File: src/rtl/inert_integ_p.sv
// Yaw-rate gyro offset calibration followed by deadbanded heading integration.
// The heading wraps modulo 2^HEAD_W, and a rdy strobe marks each integrated sample.
module inert_integ_p #(
  parameter int RATE_W    = 16,
  parameter int HEAD_W    = 12,
  parameter int FRAC_BITS = 11,
  parameter int CAL_LOG2  = 10,
  parameter int DEADBAND  = 4
) (
  input  logic                     clk,
  input  logic                     rst,
  input  logic                     strt_cal,
  input  logic                     vld,
  input  logic signed [RATE_W-1:0] rate,
  input  logic                     moving,
  output logic                     cal_done,
  output logic [HEAD_W-1:0]        heading,
  output logic                     rdy,
  output logic signed [RATE_W-1:0] offset
);

  localparam int ACC_W = HEAD_W + FRAC_BITS;
  localparam int SUM_W = RATE_W + CAL_LOG2;
  localparam logic [CAL_LOG2-1:0] CNT_LAST = '1;
  localparam logic signed [RATE_W:0] DB_POS = (RATE_W+1)'(DEADBAND);
  localparam logic signed [RATE_W:0] DB_NEG = -DB_POS;

  typedef enum logic [1:0] {IDLE, CAL, RUN} state_t;

  state_t                     state_q, state_d;
  logic [ACC_W-1:0]           acc_q, acc_d;
  logic signed [SUM_W-1:0]    sum_q, sum_d, sum_nxt;
  logic [CAL_LOG2-1:0]        cnt_q, cnt_d;
  logic signed [RATE_W-1:0]   off_q, off_d;
  logic                       cal_done_q, cal_done_d;
  logic                       rdy_q, rdy_d;
  logic signed [RATE_W:0]     corr, corr_db;

  assign sum_nxt = sum_q + SUM_W'(rate);

  // One extra bit means rate - offset can never overflow.
  assign corr    = (RATE_W+1)'(rate) - (RATE_W+1)'(off_q);
  assign corr_db = (!moving || (corr <= DB_POS && corr >= DB_NEG)) ? '0 : corr;

  always_comb begin
    state_d    = state_q;
    acc_d      = acc_q;
    sum_d      = sum_q;
    cnt_d      = cnt_q;
    off_d      = off_q;
    cal_done_d = 1'b0;
    rdy_d      = 1'b0;
    if (strt_cal) begin
      // A restart wins over a coincident sample, which is dropped.
      state_d = CAL;
      sum_d   = '0;
      cnt_d   = '0;
      acc_d   = '0;
    end else if (vld) begin
      case (state_q)
        CAL: begin
          sum_d = sum_nxt;
          cnt_d = cnt_q + CAL_LOG2'(1);
          if (cnt_q == CNT_LAST) begin
            off_d      = RATE_W'(sum_nxt >>> CAL_LOG2);
            state_d    = RUN;
            acc_d      = '0;
            sum_d      = '0;
            cnt_d      = '0;
            cal_done_d = 1'b1;
          end
        end
        RUN: begin
          acc_d = acc_q + ACC_W'(corr_db);
          rdy_d = 1'b1;
        end
        default: ;
      endcase
    end
  end

  always_ff @(posedge clk) begin
    if (rst) begin
      state_q    <= IDLE;
      acc_q      <= '0;
      sum_q      <= '0;
      cnt_q      <= '0;
      off_q      <= '0;
      cal_done_q <= 1'b0;
      rdy_q      <= 1'b0;
    end else begin
      state_q    <= state_d;
      acc_q      <= acc_d;
      sum_q      <= sum_d;
      cnt_q      <= cnt_d;
      off_q      <= off_d;
      cal_done_q <= cal_done_d;
      rdy_q      <= rdy_d;
    end
  end

  assign heading  = acc_q[ACC_W-1:FRAC_BITS];
  assign cal_done = cal_done_q;
  assign rdy      = rdy_q;
  assign offset   = off_q;

endmodule

File: config.mk
export PLATFORM = sky130hd
export DESIGN_NAME = inert_integ_p
export DESIGN_NICKNAME = d
export VERILOG_FILES = /design/src/rtl/inert_integ_p.sv
export SDC_FILE = /design/constraint.sdc
export NUM_CORES = 1
export LEC_CHECK = 0
export ABC_AREA = 1
export BUFFER_PORTS_ARGS = -buffer_cell sky130_fd_sc_hd__clkbuf_2
export CELL_PAD_IN_SITES_DETAIL_PLACEMENT = 0
export CELL_PAD_IN_SITES_GLOBAL_PLACEMENT = 1
export CORE_MARGIN = 8
export CORE_UTILIZATION = 35
export CTS_BUF_LIST = sky130_fd_sc_hd__clkbuf_2
export DETAILED_ROUTE_END_ITERATION = 8
export PLACE_DENSITY = 0.78
export SETUP_SLACK_MARGIN = 0.1
export SYNTH_ARGS = -nofsm -noshare
export SYNTH_HDL_FRONTEND = slang
export SYNTH_SLANG_ARGS = --single-unit
File: constraint.sdc
create_clock -name clk -period 7.8 [get_ports clk]
set_input_delay 0.78 -clock clk [delete_from_list [all_inputs] [get_ports clk]]
set_output_delay 0.78 -clock clk [all_outputs]
set_load 0.02 [all_outputs]
After elaboration in Yosys (flattened, before gate mapping)
Cells that the tools add are included.
- eq/ne operators: 4
- $add $sub $neg: 4
- magnitude comparators: 2
- multiplexer cells: 11
- reductions and logical operators: 15
- bitwise operators: 3
- operators with widths (kind ; number):
    23-bit case mux with 2 select lines ; 1
    26-bit by 16-bit adder with 26-bit output ; 1
    26-bit 2-to-1 mux ; 1
    23-bit adder ; 1
    23-bit 2-to-1 mux ; 1
    17-bit by 3-bit >= comparator with 1-bit output (second input constant) ; 1
    17-bit by 4-bit less-or-equal comparator with 1-bit output (second input constant) ; 1
    17-bit 2-to-1 mux ; 1
    16-bit by 16-bit subtractor with 17-bit output ; 1
    10-bit by 1-bit adder with 10-bit output (second input constant) ; 1
    10-bit == test (second input constant) ; 1
    10-bit 2-to-1 mux ; 1
    3-bit AND reduction ; 3
    2-bit nonzero test ; 4
    1-bit 2-to-1 mux ; 6
    4-bit AND reduction ; 1
    4-bit OR reduction ; 1
    1-bit NOT ; 3
    3-bit OR reduction ; 1
    2-bit by 1-bit == test with 1-bit output (second input constant) ; 1
    2-bit == test (second input constant) ; 1
    2-bit != test (second input constant) ; 1
    2-bit AND reduction ; 1
    2-bit OR reduction ; 1
    3 further kinds ; 3
- flip-flop bits (word level): 79
- output and inout port bits: 30
- logic and storage cells: 47
- bits of input ports: 21

Longest topological paths before layout
- depth in word-level cells: 7
- gate-level depth with buffers: 31
- mapped depth without buffers: 30

Worst setup path after synthesis
No wires, ideal clock.
- kind: input-to-reg
- from: input rate[0]
- to: register acc_q[16]
- arrival time: 4.070 ns
- stages: 28
- data required time: 7.730 ns
- path buffers: 0
- slack: 3.659 ns
- library setup time: 0.070 ns
- path through: inv_1 ha_1 fa_1 inv_1 nand3_1 nand2_1 nand3_1 nand2_1 nand2_1 nand2_1 nand3_1 nor2_1 nand4_1 nand3_2 nor2_1 ha_1 fa_1 nand3_1 nand3_1 inv_1 o21ai_2 inv_1 o21bai_1 a21boi_0 o21bai_1 a21oi_1 o21ai_0 a21oi_1
- word-level cells in the longest chain between the ends: 7
- elaborated cells on any way between the ends: 8
- classes of those cells: add/sub: 2; order compare: 2; mux: 2; reduce/logical: 2
- ends and longest elaborated chain (item ; line ; source):
    start, declared ; 14 ; input logic signed [RATE_W-1:0] rate,
    16-bit by 16-bit subtractor with 17-bit output (*) ; 42 ; assign corr = (RATE_W+1)'(rate) - (RATE_W+1)'(off_q);
    17-bit by 4-bit less-or-equal comparator with 1-bit output / 17-bit by 3-bit >= comparator with 1-bit output (equally long branches) ; 43 ; assign corr_db = (!moving || (corr <= DB_POS && corr >= DB_NEG)) ? '0 : corr;
    1-bit logical AND ; 43 ;
    1-bit logical OR ; 43 ;
    17-bit 2-to-1 mux (*) ; 43 ;
    23-bit adder (*) ; 74 ; acc_d = acc_q + ACC_W'(corr_db);
    23-bit case mux with 2 select lines (*) ; 60 ; case (state_q)
    end signal, assigned ; 85 ; acc_q <= '0;
    end signal, assigned ; 93 ; acc_q <= acc_d;
    end, declared ; 31 ; logic [ACC_W-1:0] acc_q, acc_d;
Every way passes the cells marked *; elsewhere a longest branch is shown, timed or not.
A chain may end at the register's enable or synchronous reset.

Worst setup path in the final report
- from: register off_q[2], in the netlist offset[2]
- to: register acc_q[21]
- word-level cells in the longest chain between the ends: 7
- elaborated cells on any way between the ends: 8
- classes of those cells: add/sub: 2; order compare: 2; mux: 2; reduce/logical: 2
- ends and longest elaborated chain (item ; line ; source):
    start, declared ; 34 ; logic signed [RATE_W-1:0] off_q, off_d;
    start signal, assigned ; 88 ; off_q <= '0;
    start signal, assigned ; 96 ; off_q <= off_d;
    16-bit by 16-bit subtractor with 17-bit output (*) ; 42 ;
    17-bit by 4-bit less-or-equal comparator with 1-bit output / 17-bit by 3-bit >= comparator with 1-bit output (equally long branches) ; 43 ;
    1-bit logical AND ; 43 ;
    1-bit logical OR ; 43 ;
    17-bit 2-to-1 mux (*) ; 43 ;
    23-bit adder (*) ; 74 ;
    23-bit case mux with 2 select lines (*) ; 60 ;
Marked as above.

==> impl_metrics.tcl <==
set metrics [dict create \
    antenna_found_initial 1 \
    post-route-drc-count 0 \
    seq_area_um2 1580 \
    postCtsHoldBufs 0 \
    status "finished, final reports clean" \
    multiInputGateArea_um2 4340 \
    syn-instance-count 1064 \
    crit_type "reg -> reg" \
    grt_pass1_vias 6654 \
    cts_buffer_depth 2 \
    synth_ff_type "dfxtp_1" \
    n_fill_cell 2067 \
    syn_area_um2 6720 \
    synth_top_cell_area_share 0.235 \
    initial_core_util 0.358 \
    fp.dieW_um 155 \
    drv_cap 0 \
    async_flop_share 0 \
    finalPower_uw 828 \
    gp_congestion 0.891 \
    relSlewSlack 0.334 \
    wl_per_cell_um 14.3 \
    drv_slew 0 \
    irDropWorstVdd_mv 0.0516 \
    port_buffers 50 \
    rsz0062_at_grt "no" \
    layout.nets 1185 \
    cp_data_required_time_ns 8.32 \
    coreArea_um2 18800 \
    syn_area_per_cell_um2 6.31 \
    synth-edff-count 0 \
    die_y_um 155 \
    cts-buffers-inserted 9 \
    synthTopCellsByArea "dfxtp_1 24%, nand2_1 15%, ha_1 12%" \
    clk_pin_slew_ns 0.26 \
    period_needed_ns 4.40 \
    layoutNonFillerInstCount 1337 \
    yosysWarnings 0 \
    htree_num_levels 3 \
    areaGrowthSynthToFinish_pct 7.36 \
    ant_nets 0 \
    hp-class "reg -> reg" \
    cp_max_fo 16 \
    gr-total-overflow 0 \
    cts.sinks 79 \
    cts_tree "done" \
    cts_setup_buffers 0 \
    hold_violations 0 \
    clk_latency_ns 0.61 \
    grt.total_usage 0.165 \
    synth_area_leader_cell "dfxtp_1" \
    powerDensity_nw_per_um2 115 \
    dpl_cell_area_um2 7090 \
    pin_count 51 \
    leakagePower_nw 3.57 \
    drive_gt1_frac 0.0853 \
    period_share 0.564 \
    drt-vias-per-instance 5.02 \
    setup_violations 0 \
    seq_area_frac_synth 0.235 \
    start_kind "flop" \
    ys_ff_latch 79 \
    ys_types 47 \
    dp_cells 1320 \
    num_rows 50 \
    dp_hpwl_um 15400 \
    drt_wl_total_um 19100 \
    synth_most_common_cell "nand2_1" \
    root_buffer "clkbuf_2" \
    cts_resized 0 \
    setup-tns-final_ns 0 \
    grt_max_degree 34 \
    synth_commonest_cells "262 x nand2_1, 157 x inv_1, 128 x a21oi_1" \
    vias 6707 \
    dieArea_um2 23900 \
    final_cell_area_um2 7210 \
    worstSetupEndpointType "flop" \
    grt_pass1_wl_um 32400 \
    first_pass_iters 5 \
    fmax_ghz 0.227 \
    critical_path_arrival_ns 4.93 \
    synth_nets 1152 \
    drt_iter0_markers 374 \
    whs_ns 0.487 \
    tightest_slew_ns 0.997 \
    skew_ns 0.0493 \
]
-- worst paths after layout --
path | slack, ns | from | cells past startpoint | endpoint
hold reg to reg | 0.49 | acc_q[6]$_SDFFE_PP0P_ | 2 | acc_q[6]$_SDFFE_PP0P_
setup reg to reg | 3.40 | offset[2]$_SDFFE_PP0P_ | 27 | acc_q[21]$_SDFFE_PP0P_
setup / recovery | 3.40 | offset[2]$_SDFFE_PP0P_ | 27 | acc_q[21]$_SDFFE_PP0P_
hold / removal | 0.49 | acc_q[6]$_SDFFE_PP0P_ | 2 | acc_q[6]$_SDFFE_PP0P_
-- sequential cells by signal, summed over array words and instances, names as in the netlist --
register / flops
cnt_q: 10
acc_q: 23
offset: 16
rdy: 1
cal_done: 1
state_q: 2
sum_q: 26
-- power by group --
| group | leakage [nW] | internal, mW | switching, mW |
|---|---|---|---|
| logic | 2.86 | 0.0540 | 0.116 |
| registers | 0.637 | 0.408 | 0.00188 |
| clock network | 0.0752 | 0.0754 | 0.172 |
-- per-stage QoR --
step	worst slack [ns]	utilization
4_1_cts	3.40	0.384
6_report	3.40	0.384
3_5_place_dp	2.88	0.378
2_1_floorplan	3.66	-
3_3_place_gp	2.95	0.378
5_1_grt	2.78	0.384
-- metal layers --
| layer | routed length, µm | global-route usage | vias to the layer above | part of all wire |
|---|---|---|---|---|
| met5 | 0 | 0 | - | 0 |
| met4 | 181 | 0.0364 | 0 | 0.0095 |
| met3 | 698 | 0.0318 | 11 | 0.037 |
| met2 | 8750 | 0.279 | 105 | 0.46 |
| met1 | 9440 | 0.213 | 3031 | 0.49 |
| li1 | - | - | 3560 | - |
-- critical path: stages, from the launching register on --
cell	delay, ns
dfxtp_1	0.45
inv_1	0.08
ha_1	0.42
nand2_2	0.08
nand2_2	0.08
clkinv_2	0.06
nand2_2	0.09
nand2_1	0.07
nand2_1	0.10
nand2_1	0.07
nand2_1	0.06
nand2_1	0.05
nand2_1	0.13
and3_2	0.20
nand4_1	0.11
nand3_2	0.25
nor2_1	0.11
ha_1	0.37
a21oi_1	0.10
o21ai_0	0.23
nand2_1	0.08
nand3_1	0.14
a21oi_1	0.11
o21ai_0	0.40
nand2_1	0.15
nand3_1	0.11
nand3_1	0.09
a21oi_1	0.15
-- logic make-up after synthesis --
group	Yosys count	synth area share
AO/OA/AOI/OAI	234	0.190
XOR/XNOR	17	0.0222
adder cells (fa/ha/maj)	67	0.128
buffers and inverters	192	0.118
flip-flops	79	0.235
AND/OR/NAND/NOR	475	0.306
-- layout make-up --
class                           instances  area share
Multi-Input combinational cell        793       0.602
Sequential cell                        79       0.219
Inverter                              162      0.0845
Tap cell                              234      0.0406
Timing Repair Buffer                   52      0.0368
Clock inverter                          7      0.0101
Clock buffer                            9     0.00624
Antenna cell                            1    0.000347
-- placed cells by master (no fill, tap or decap), types with 2 or more instances in the layout --
cell type	count
a21boi_0	2
a21o_1	7
a21oi_1	128
a31oi_1	4
and2_1	2
buf_4	2
clkbuf_2	59
clkinv_1	3
clkinv_2	3
clkinv_4	2
dfxtp_1	79
fa_1	3
ha_1	64
inv_1	157
inv_2	2
nand2_1	262
nand2_2	5
nand3_1	63
nand3b_1	3
nand4_1	19
nor2_1	83
nor2_4	2
nor3_1	13
nor3b_1	3
nor4_1	3
o211ai_1	9
o21a_1	5
o21ai_0	63
o21ai_2	2
o21bai_1	9
or2_2	9
xnor2_1	6
xor2_1	11
No activity file was read; power rests on OpenSTA's default activity.
